===== src/rtl/param_paritysel_demux.sv =====
// Parity-select demux: one valid/ready input stream steered by sel[0] into two
// independent output FIFOs (even -> A, odd -> B). Optional stats: PARITYSEL_DEMUX_STATS_EN.

module paritysel_fifo #(
  parameter int WIDTH = 8,
  parameter int DEPTH = 4
) (
  input  logic             clk,
  input  logic             rst,
  input  logic             push,
  input  logic [WIDTH-1:0] wdata,
  input  logic             pop,
  output logic             valid,
  output logic             full,
  output logic [WIDTH-1:0] rdata
);
  localparam int PTR_W = $clog2(DEPTH);
  localparam logic [PTR_W:0] FULL_CNT = (PTR_W+1)'(DEPTH);

  logic [WIDTH-1:0] mem [DEPTH];
  logic [PTR_W-1:0] wr_ptr, rd_ptr;
  logic [PTR_W:0]   count;
  logic             do_push, do_pop;

  assign valid   = (count != '0);
  assign full    = (count == FULL_CNT);
  assign do_push = push && !full;
  assign do_pop  = pop && valid;
  assign rdata   = valid ? mem[rd_ptr] : '0;

  always_ff @(posedge clk) begin
    if (rst) begin
      wr_ptr <= '0;
      rd_ptr <= '0;
      count  <= '0;
    end else begin
      if (do_push) wr_ptr <= wr_ptr + PTR_W'(1);
      if (do_pop)  rd_ptr <= rd_ptr + PTR_W'(1);
      case ({do_push, do_pop})
        2'b10:   count <= count + (PTR_W+1)'(1);
        2'b01:   count <= count - (PTR_W+1)'(1);
        default: count <= count;
      endcase
    end
  end

  // NOTE: storage is deliberately left out of reset; an empty FIFO masks it to 0
  // at rdata, and keeping it reset-free lets synthesis map it onto plain RAM/regs.
  always_ff @(posedge clk) begin
    if (do_push) mem[wr_ptr] <= wdata;
  end
endmodule

module param_paritysel_demux #(
  parameter int WIDTH   = 8,
  parameter int T_WIDTH = WIDTH - 1,
  parameter int DEPTH   = 4
) (
  input  logic             clk,
  input  logic             rst,
  input  logic [3:0]       sel,
  input  logic             in_valid,
  output logic             in_ready,
  input  logic [T_WIDTH:0] data_in,
  output logic             a_valid,
  input  logic             a_ready,
  output logic [T_WIDTH:0] data_out_a,
  output logic             b_valid,
  input  logic             b_ready,
  output logic [T_WIDTH:0] data_out_b
`ifdef PARITYSEL_DEMUX_STATS_EN
  ,
  output logic [15:0]      cnt_a,
  output logic [15:0]      cnt_b,
  output logic             stall_seen
`endif
);
  logic full_a, full_b;
  logic push_a, push_b;
  logic unused_sel;

  // Only the parity bit routes; the upper select bits are intentionally ignored.
  assign unused_sel = ^sel[3:1];

  assign in_ready = sel[0] ? !full_b : !full_a;
  assign push_a   = in_valid && in_ready && !sel[0];
  assign push_b   = in_valid && in_ready &&  sel[0];

  paritysel_fifo #(.WIDTH(T_WIDTH + 1), .DEPTH(DEPTH)) u_fifo_a (
    .clk   (clk),
    .rst   (rst),
    .push  (push_a),
    .wdata (data_in),
    .pop   (a_ready),
    .valid (a_valid),
    .full  (full_a),
    .rdata (data_out_a)
  );

  paritysel_fifo #(.WIDTH(T_WIDTH + 1), .DEPTH(DEPTH)) u_fifo_b (
    .clk   (clk),
    .rst   (rst),
    .push  (push_b),
    .wdata (data_in),
    .pop   (b_ready),
    .valid (b_valid),
    .full  (full_b),
    .rdata (data_out_b)
  );

`ifdef PARITYSEL_DEMUX_STATS_EN
  always_ff @(posedge clk) begin
    if (rst) begin
      cnt_a      <= '0;
      cnt_b      <= '0;
      stall_seen <= 1'b0;
    end else begin
      if (push_a) cnt_a <= cnt_a + 16'd1;
      if (push_b) cnt_b <= cnt_b + 16'd1;
      if (in_valid && !in_ready) stall_seen <= 1'b1;
    end
  end
`endif
endmodule


===== config.mk =====
export PLATFORM = sky130hd
export DESIGN_NAME = param_paritysel_demux
export DESIGN_NICKNAME = d
export VERILOG_FILES = /design/src/rtl/param_paritysel_demux.sv
export SDC_FILE = /design/constraint.sdc
export NUM_CORES = 1
export LEC_CHECK = 0
export ABC_AREA = 1
export CORE_UTILIZATION = 40
export DETAILED_ROUTE_END_ITERATION = 7
export GPL_ROUTABILITY_DRIVEN = 0
export PLACE_DENSITY_LB_ADDON = 0.2
export SETUP_SLACK_MARGIN = 0.5
export SLEW_MARGIN = 20
export SYNTH_ARGS = -nofsm -noshare
export SYNTH_HDL_FRONTEND = slang
export SYNTH_SLANG_ARGS = --single-unit

===== constraint.sdc =====
create_clock -name clk -period 1.57 [get_ports clk]
set_input_delay 0.314 -clock clk [delete_from_list [all_inputs] [get_ports clk]]
set_output_delay 0.314 -clock clk [all_outputs]
set_load 0.01 [all_outputs]

Word level (Yosys, flattened, before mapping)
Memory sizes are Yosys's and may differ from the RTL's. A register that Yosys moved wholly into a read port is not among the register bits.
Index checks and enable logic that the tools add are counted.
{"block": "word_totals", "regBits": 14, "mem_bits_rw": 64, "in_bits": 17, "out_inout_bits": 19, "wordCells": 49, "mem_count": 2}
{"block": "op_classes", "add_sub_neg": 8, "n_eq_ne": 6, "mux": 13, "n_reduce_logical": 14}
{"memory": "u_fifo_a.mem", "depth": 4, "word_bits": 8, "read_ports": 1, "rd_clocked_by_memory_dff": 1, "write_ports": 1, "line_no": "20", "source": "logic [WIDTH-1:0] mem [DEPTH];"}
{"memory": "u_fifo_b.mem", "depth": 4, "word_bits": 8, "read_ports": 1, "rd_clocked_by_memory_dff": 1, "write_ports": 1, "line_no": "20"}
{"operator": "$mux W8", "count": 2}
{"operator": "$pmux W3 S2", "count": 2}
{"operator": "$add A2 B1 Y2 const B", "count": 4}
{"operator": "$mux W2", "count": 4}
{"operator": "$logic_and A1 B1 Y1", "count": 7}
{"operator": "$add A3 B1 Y3 const B", "count": 2}
{"operator": "$eq A3 B3 Y1 const B", "count": 2}
{"operator": "$reduce_bool A3 Y1", "count": 2}
{"operator": "$sub A3 B1 Y3 const B", "count": 2}
{"operator": "$mux W1", "count": 5}
{"operator": "$eq A2 B1 Y1 const B", "count": 2}
{"operator": "$eq A2 B2 Y1 const B", "count": 2}
{"operator": "$reduce_bool A2 Y1", "count": 2}
{"operator": "$logic_not A1 Y1", "count": 3}

Logic depth before layout (Yosys ltp)
Gate-level depths: netlist of the first run.
{"block": "depth", "word_depth": 8, "ltp_mapped": 13, "depth_no_buf": 13}

By module
A second synthesis of the first run with hierarchy kept.
{"block": "unflattened", "cells_unflattened": 337, "hier_area_um2": 3539.6}
{"module": "paritysel_fifo", "instances": 2, "cells_each": 164, "area_each_um2": 1750.4, "seq_area_each_um2": 1141.1}
{"module": "param_paritysel_demux", "instances": 1, "cells_each": 9, "area_each_um2": 38.8, "seq_area_each_um2": 0.0}

Worst setup path after synthesis of the first run
No wires, ideal clock.
{"block": "synth_timing", "path_kind": "register -> register", "from": "register u_fifo_a.count[2]", "to": "register u_fifo_a.count[2]", "setup_ns": 0.113, "arrival_time_ns": 1.504, "required_time_ns": 1.457, "setup_slack_ns": -0.046, "path_stages_with_launch": 14, "n_path_buf": 0, "synth_period_minus_slack_ns": 1.616, "cell_sequence": "dfxtp_1 > inv_1 > nand2_2 > nand2_2 > inv_1 > ha_1 > inv_1 > fa_1 > inv_1 > nand2_1 > nand3_1 > nand2_1 > nand2_1 > nor2_1"}
{"block": "synth_via", "elab_cells_between_ends": 14, "cone_classes": "2 x add/sub; 3 x eq/ne; 2 x mux; 7 x reduce/logical"}
{"item": "start: declaration", "line_no": "22", "source": "logic [PTR_W:0] count;"}
{"item": "start signal: assignment", "line_no": "40", "source": "2'b10: count <= count + (PTR_W+1)'(1);"}
{"item": "start signal: assignment", "line_no": "41", "source": "2'b01: count <= count - (PTR_W+1)'(1);"}
{"item": "start signal: assignment", "line_no": "42", "source": "default: count <= count;"}
{"item": "$reduce_bool A3 Y1 (*)", "line_no": "25", "source": "assign valid = (count != '0);"}
{"item": "net a_valid", "line_no": "65", "source": "output logic a_valid,"}
{"item": "$logic_and A1 B1 Y1 (*)", "line_no": "28", "source": "assign do_pop = pop && valid;"}
{"item": "net u_fifo_a.do_pop", "line_no": "23", "source": "logic do_push, do_pop;"}
{"item": "$eq A2 B1 Y1 / $eq A2 B2 Y1 (equally long branches)", "line_no": "39", "source": "case ({do_push, do_pop})"}
{"item": "$pmux W3 S2 / $reduce_bool A2 Y1 (equally long branches)"}
The timed path passes the listed nets; every way through them passes the cells marked *.
A chain may end at the register's enable or synchronous reset.

==> results of run 1 <==
-- routing by layer --
metal / wire length, um / up-vias / GRT usage
met5: 0 / - / 0
met4: 112 / 0 / 0.0362
met3: 266 / 8 / 0.0482
met2: 4230 / 37 / 0.309
met1: 3420 / 1243 / 0.206
li1: - / 1330 / -
-- report_power, final --
group,switching [uW],internal (uW)
Sequential,162,2560
Clock,775,581
Combinational,2000,2000
Total,2930,5140
-- final timing paths --
check	from	endpoint	slack, ps	depth (start not counted)
min reg2reg	u_fifo_a.rd_ptr[1]$_SDFFE_PP0P_	u_fifo_a.rd_ptr[1]$_SDFFE_PP0P_	510	2
min	u_fifo_a.rd_ptr[1]$_SDFFE_PP0P_	u_fifo_a.rd_ptr[1]$_SDFFE_PP0P_	510	2
max reg2reg	u_fifo_b.count[0]$_SDFFE_PP0P_	u_fifo_b.count[2]$_SDFFE_PP0P_	-110	13
max	flip-flop	data_out_b[3]	-200	7
-- timing repair --
item | CTS | global route
setup buffers | 13 | 10
endpoints found under the setup margin | 97 | 101
gates cloned | 1 | 0
pin swaps | 31 | 23
resized for setup | 175 | 51
-- kinds of logic (layout without fill, tap and decap cells) --
family	count (synthesis)	in the layout	share of synthesized area
flip-flops	82	82	0.627
AO/OA/AOI/OAI	62	62	0.0853
buffers and inverters	53	159	0.0743
AND/OR/NAND/NOR	129	129	0.168
adder cells (fa/ha/maj)	12	12	0.0454
-- registers in the layout, summed over array words and instances (netlist names), named ones only --
| register | count |
|---|---|
| u_fifo_a.count | 3 |
| u_fifo_a.mem | 32 |
| u_fifo_a.rd_ptr | 2 |
| u_fifo_a.wr_ptr | 2 |
| u_fifo_b.count | 3 |
| u_fifo_b.mem | 32 |
| u_fifo_b.rd_ptr | 2 |
| u_fifo_b.wr_ptr | 2 |
-- cell usage in the layout (no fill, tap or decap), types with 2 or more instances in the layout --
cell type        count
inv_4                3
o21ai_0              3
nand2_1             19
dlygate4sd2_1        2
fa_2                 2
nor2_4              14
dfxtp_2              8
clkbuf_8             9
clkinvlp_4           4
nor2_1              42
a21oi_4              2
nand2_4              6
o21ai_1             23
dfxtp_1              7
buf_6               32
ha_4                 2
inv_2               10
nand3_2              4
nand3_4              2
clkinv_4             3
buf_12               4
clkdlybuf4s50_1     11
inv_1               29
edfxtp_1            64
buf_2               16
o21ai_2             10
dfxtp_4              3
buf_8                6
nand3_1              2
buf_4               27
nand2_2              9
a21oi_2             22
a21oi_1              2
nor2_2              26
nand4_1              4
ha_1                 8
-- layout make-up --
class,count,share of cell area
sequential,82,0.442
multi-input combinational,203,0.278
timing repair buffer,99,0.186
inverter,44,0.0345
tap,108,0.0259
clock buffer,9,0.0237
clock inverter,7,0.0103
-- metrics by stage --
step                worst slack (ps)  setup TNS, ps  std cells  power, uW   util
global route                    -295          -4650        552       8570  0.595
finish                          -197          -2560        552       8080  0.595
floorplan                       4.15              0        338       4380      -
detailed placement              -471         -24900        512       5640  0.505
global placement                -429         -22370        512       5590  0.505
CTS                             -202          -2740        542       7620  0.565
-- worst reg2reg max path: cells and delay by family, from the launching register on --
family                     cells  cell delay, ps
adders and majority gates      2             460
buffers and inverters          3             220
DFF                            1             360
and+or+nand+nor                8             590
==> impl_metrics.tcl, run 1 <==
set metrics [dict create \
    crit_slowest_cell "dfxtp_4" \
    worstPathRequired_ps 1260 \
    syn_inst 338 \
    finalCritPeriodShare 1.13 \
    routedWlPerCell_um 14.5 \
    async_flop_share 0 \
    antenna_found_initial 0 \
    synth.most_common_cell "edfxtp_1" \
    synth_warnings 0 \
    ioPinCount 36 \
    synth_commonest_cells "edfxtp_1, nor2_1, inv_1" \
    synth-main-ff-cell "edfxtp_1" \
    drt-total-wl_um 8030 \
    violations "setup timing" \
    portBuffers 32 \
    ys_seq_elements 82 \
    yosys.area.top_type_share 0.528 \
    synthDistinctLibCells 20 \
    ctsHoldBuffers 0 \
    multi_input_area_sq_um 1450 \
    status "complete, but fails checks" \
    slew_violations 0 \
    worstSetupPathType "reg2out" \
    via_count 2618 \
    syn_area_per_cell_sq_um 10.8 \
    core.rowCount 34 \
    critPathArrivalTime_ps 1450 \
    path_cells "buf_6, buf_6, nor2_1, nor2_1, o21ai_1, a21oi_2, buf_2" \
    ys_seq_area_frac 0.627 \
    cp_num_buf_inv 3 \
    numCtsBuffers 9 \
    die_h_um 97.4 \
    dr.pass1.iters 4 \
    fp.dieArea_sq_um 9480 \
    drt_iter0_markers 96 \
    fin_ws_ps -197 \
    synth_edf_count 64 \
    clock_tree.root_cell "clkbuf_8" \
    clock_sinks 82 \
    hold_viol_final 0 \
    htree_levels 3 \
    regArea_sq_um 2300 \
    start_kind "flip-flop" \
    leakage_uw 0.00200 \
    hpwl_um 4860 \
    area_delta_synth_final_pct 43.4 \
    clk_path_buf_depth 2 \
    nFillCells 716 \
    core_region_area_sq_um 8760 \
    chipWidth_um 97.4 \
    fin_crit_ps 1770 \
    initial_core_util 0.415 \
    worstSetupEndpointType "output port" \
    clk_latency_ps 350 \
    slowest_delay_ps 390 \
    grt-ovfl-total 0 \
    skew_ps 8.78 \
    finalSetupViolCount 22 \
    cap_violations 0 \
    max_freq_mhz 566 \
    postPlaceCellArea_sq_um 4430 \
    critical_path_peak_fanout 5 \
    syn_area_sq_um 3640 \
    cts_tree "done" \
    path_delay_family "flip-flops" \
    ys_top_cells_by_area "edfxtp_1, dfxtp_1, nor2_1" \
    worst_pin_slew_ps 426 \
    stdcell_area_sq_um 5220 \
    drive_gt1_frac 0.511 \
    grt_setup_unrepaired "yes" \
    grt_pass1_vias 2622 \
    antenna_cells 0 \
    postRouteAntennaNets 0 \
    clk_pin_slew_ps 80 \
    grt_max_degree 17 \
    nNetsFinal 468 \
    grt.total_usage 0.172 \
    grt_pass1_wl_um 12600 \
    ir_drop_uv 1190 \
    yosys.area.top_type "edfxtp_1" \
    holdWs_ps 507 \
    synthesis.nets 367 \
    power.density_nw_per_um2 1550 \
    relSlewSlack 0.715 \
    via_per_inst 4.74 \
    drc 0 \
    hold_path_class "reg2reg" \
]
Power figures use the tool's default switching activity.
==> inputs of run 2 (changes only) <==
CTS_CLUSTER_SIZE = 40   (was not set)
MAX_ROUTING_LAYER = met4   (was not set)
==> impl_metrics.tcl, run 2 (synthesis gave the netlist of run 1 again) <==
set metrics [dict create \
    status "complete, but fails checks" \
    violations "setup timing" \
    final_cell_mix "edfxtp_1, nor2_1, buf_6" \
    clk_path_buf_depth 2 \
    ioPinCount 36 \
    numCtsBuffers 9 \
    portBuffers 32 \
    relSlewSlack 0.715 \
    cap_violations 0 \
    clk_latency_ps 350 \
    place_inst 512 \
    sequentialPowerShare 0.337 \
    skew_ps 8.52 \
    hold_viol_final 0 \
    initial_core_util 0.415 \
    worstSetupEndpointType "output port" \
    clk_pin_slew_ps 80 \
    grt_pass1_vias 2621 \
    layout_commonest_cell "edfxtp_1" \
    grt_pass1_wl_um 12600 \
    grt_setup_unrepaired "yes" \
    clock_tree.root_cell "clkbuf_8" \
    grt_max_degree 17 \
    nFillCells 716 \
    tns_ps -2580 \
    max_freq_mhz 566 \
    area_delta_synth_final_pct 43.4 \
    drt-total-wl_um 8030 \
    dr.pass1.iters 4 \
    chipWidth_um 97.4 \
    power.density_nw_per_um2 1550 \
    switching_power_uw 2940 \
    critical_path_peak_fanout 5 \
    finalNonFillerCells 552 \
    nNetsFinal 468 \
    via_per_inst 4.74 \
    core_region_area_sq_um 8760 \
    via_count 2615 \
    clock_sinks 82 \
    whs_path_depth 2 \
    hold_path_class "reg2reg" \
    routedWlPerCell_um 14.6 \
    biggestRegsByFlops "u_fifo_a.mem x32, u_fifo_b.mem x32" \
    die_h_um 97.4 \
    cts_tree "done" \
    ctsHoldBuffers 0 \
    grt.total_usage 0.177 \
    antenna_found_initial 0 \
    drt_iter0_markers 91 \
    worstPathRequired_ps 1260 \
    fin_crit_ps 1770 \
    finalCritPeriodShare 1.13 \
    slew_violations 0 \
    multi_input_area_sq_um 1450 \
    r2r_cells 13 \
    power_frac_comb 0.495 \
    regArea_sq_um 2300 \
    fp.dieArea_sq_um 9480 \
    leakage_uw 0.00200 \
    htree_levels 3 \
    fin_ws_ps -198 \
    worst_pin_slew_ps 427 \
    p_int_uw 5140 \
    ir_drop_uv 1190 \
    drive_gt1_frac 0.511 \
    finalSetupViolCount 22 \
    swShare 0.364 \
    p_clk_frac 0.168 \
    worstSetupPathType "reg2out" \
    critPathArrivalTime_ps 1450 \
    drc 0 \
    grt-ovfl-total 0 \
    postRouteAntennaNets 0 \
    antenna_cells 0 \
    core.rowCount 34 \
    hpwl_um 4860 \
    start_kind "flip-flop" \
]
==> run 2: cell counts in the layout (fill, tap and decap cells not counted) <==
Identical to the previous run, type by type.
==> run 2: path summary, 6_finish.rpt <==
kind | start | endpoint | slack [ps]
hold / removal | u_fifo_a.rd_ptr[1]$_SDFFE_PP0P_ | u_fifo_a.rd_ptr[1]$_SDFFE_PP0P_ | 510
hold reg to reg | u_fifo_a.rd_ptr[1]$_SDFFE_PP0P_ | u_fifo_a.rd_ptr[1]$_SDFFE_PP0P_ | 510
setup reg to reg | u_fifo_b.count[0]$_SDFFE_PP0P_ | u_fifo_b.count[2]$_SDFFE_PP0P_ | -110
setup / recovery | flip-flop | data_out_b[3] | -200
==> run 2: critical path, stage by stage (launching register included) <==
cell,delay (ps)
dfxtp_4,390
buf_6,130
buf_6,90
nor2_1,40
nor2_1,70
o21ai_1,80
a21oi_2,150
buf_2,150
==> run 2: metal layers <==
layer | up-vias | share of wire | global-route usage
li1 | 1329 | - | -
met1 | 1240 | 0.43 | 0.207
met2 | 38 | 0.53 | 0.309
met3 | 8 | 0.033 | 0.0482
met4 | 0 | 0.014 | 0.0362
met5 | - | 0 | -
==> run 2: power by group through the flow <==
stage	clock network, uW	logic, uW	registers, uW
floorplan	0	1700	2680
global placement	0	2860	2730
detailed placement	0	2900	2730
CTS	1400	3520	2700
global route	1480	4340	2740
finish	1360	4000	2720
==> run 2: what timing repair did <==
action,CTS,global route
buffers inserted,13,10
pin swaps,31,23
endpoints found under the setup margin,97,101
resized for setup,175,51
cloned,1,0
==> run 2: per-stage QoR <==
step / worst slack [ps] / total power (uW) / util / instance area (sq um) / hold WS (ps)
after floorplan: 4.15 / 4380 / - / 3740 / 392
after global placement: -429 / 5590 / 0.505 / 4430 / 482
after detailed placement: -471 / 5640 / 0.505 / 4430 / 485
after CTS: -202 / 7620 / 0.565 / 4950 / 496
after global routing: -295 / 8570 / 0.595 / 5220 / 512
final: -198 / 8080 / 0.595 / 5220 / 507
==> run 2: cell type report <==
type / instances / share of cell area
Clock inverter: 7 / 0.0103
Clock buffer: 9 / 0.0237
Timing Repair Buffer: 99 / 0.186
Multi-Input combinational cell: 203 / 0.278
Inverter: 44 / 0.0345
Sequential cell: 82 / 0.442
Tap cell: 108 / 0.0259
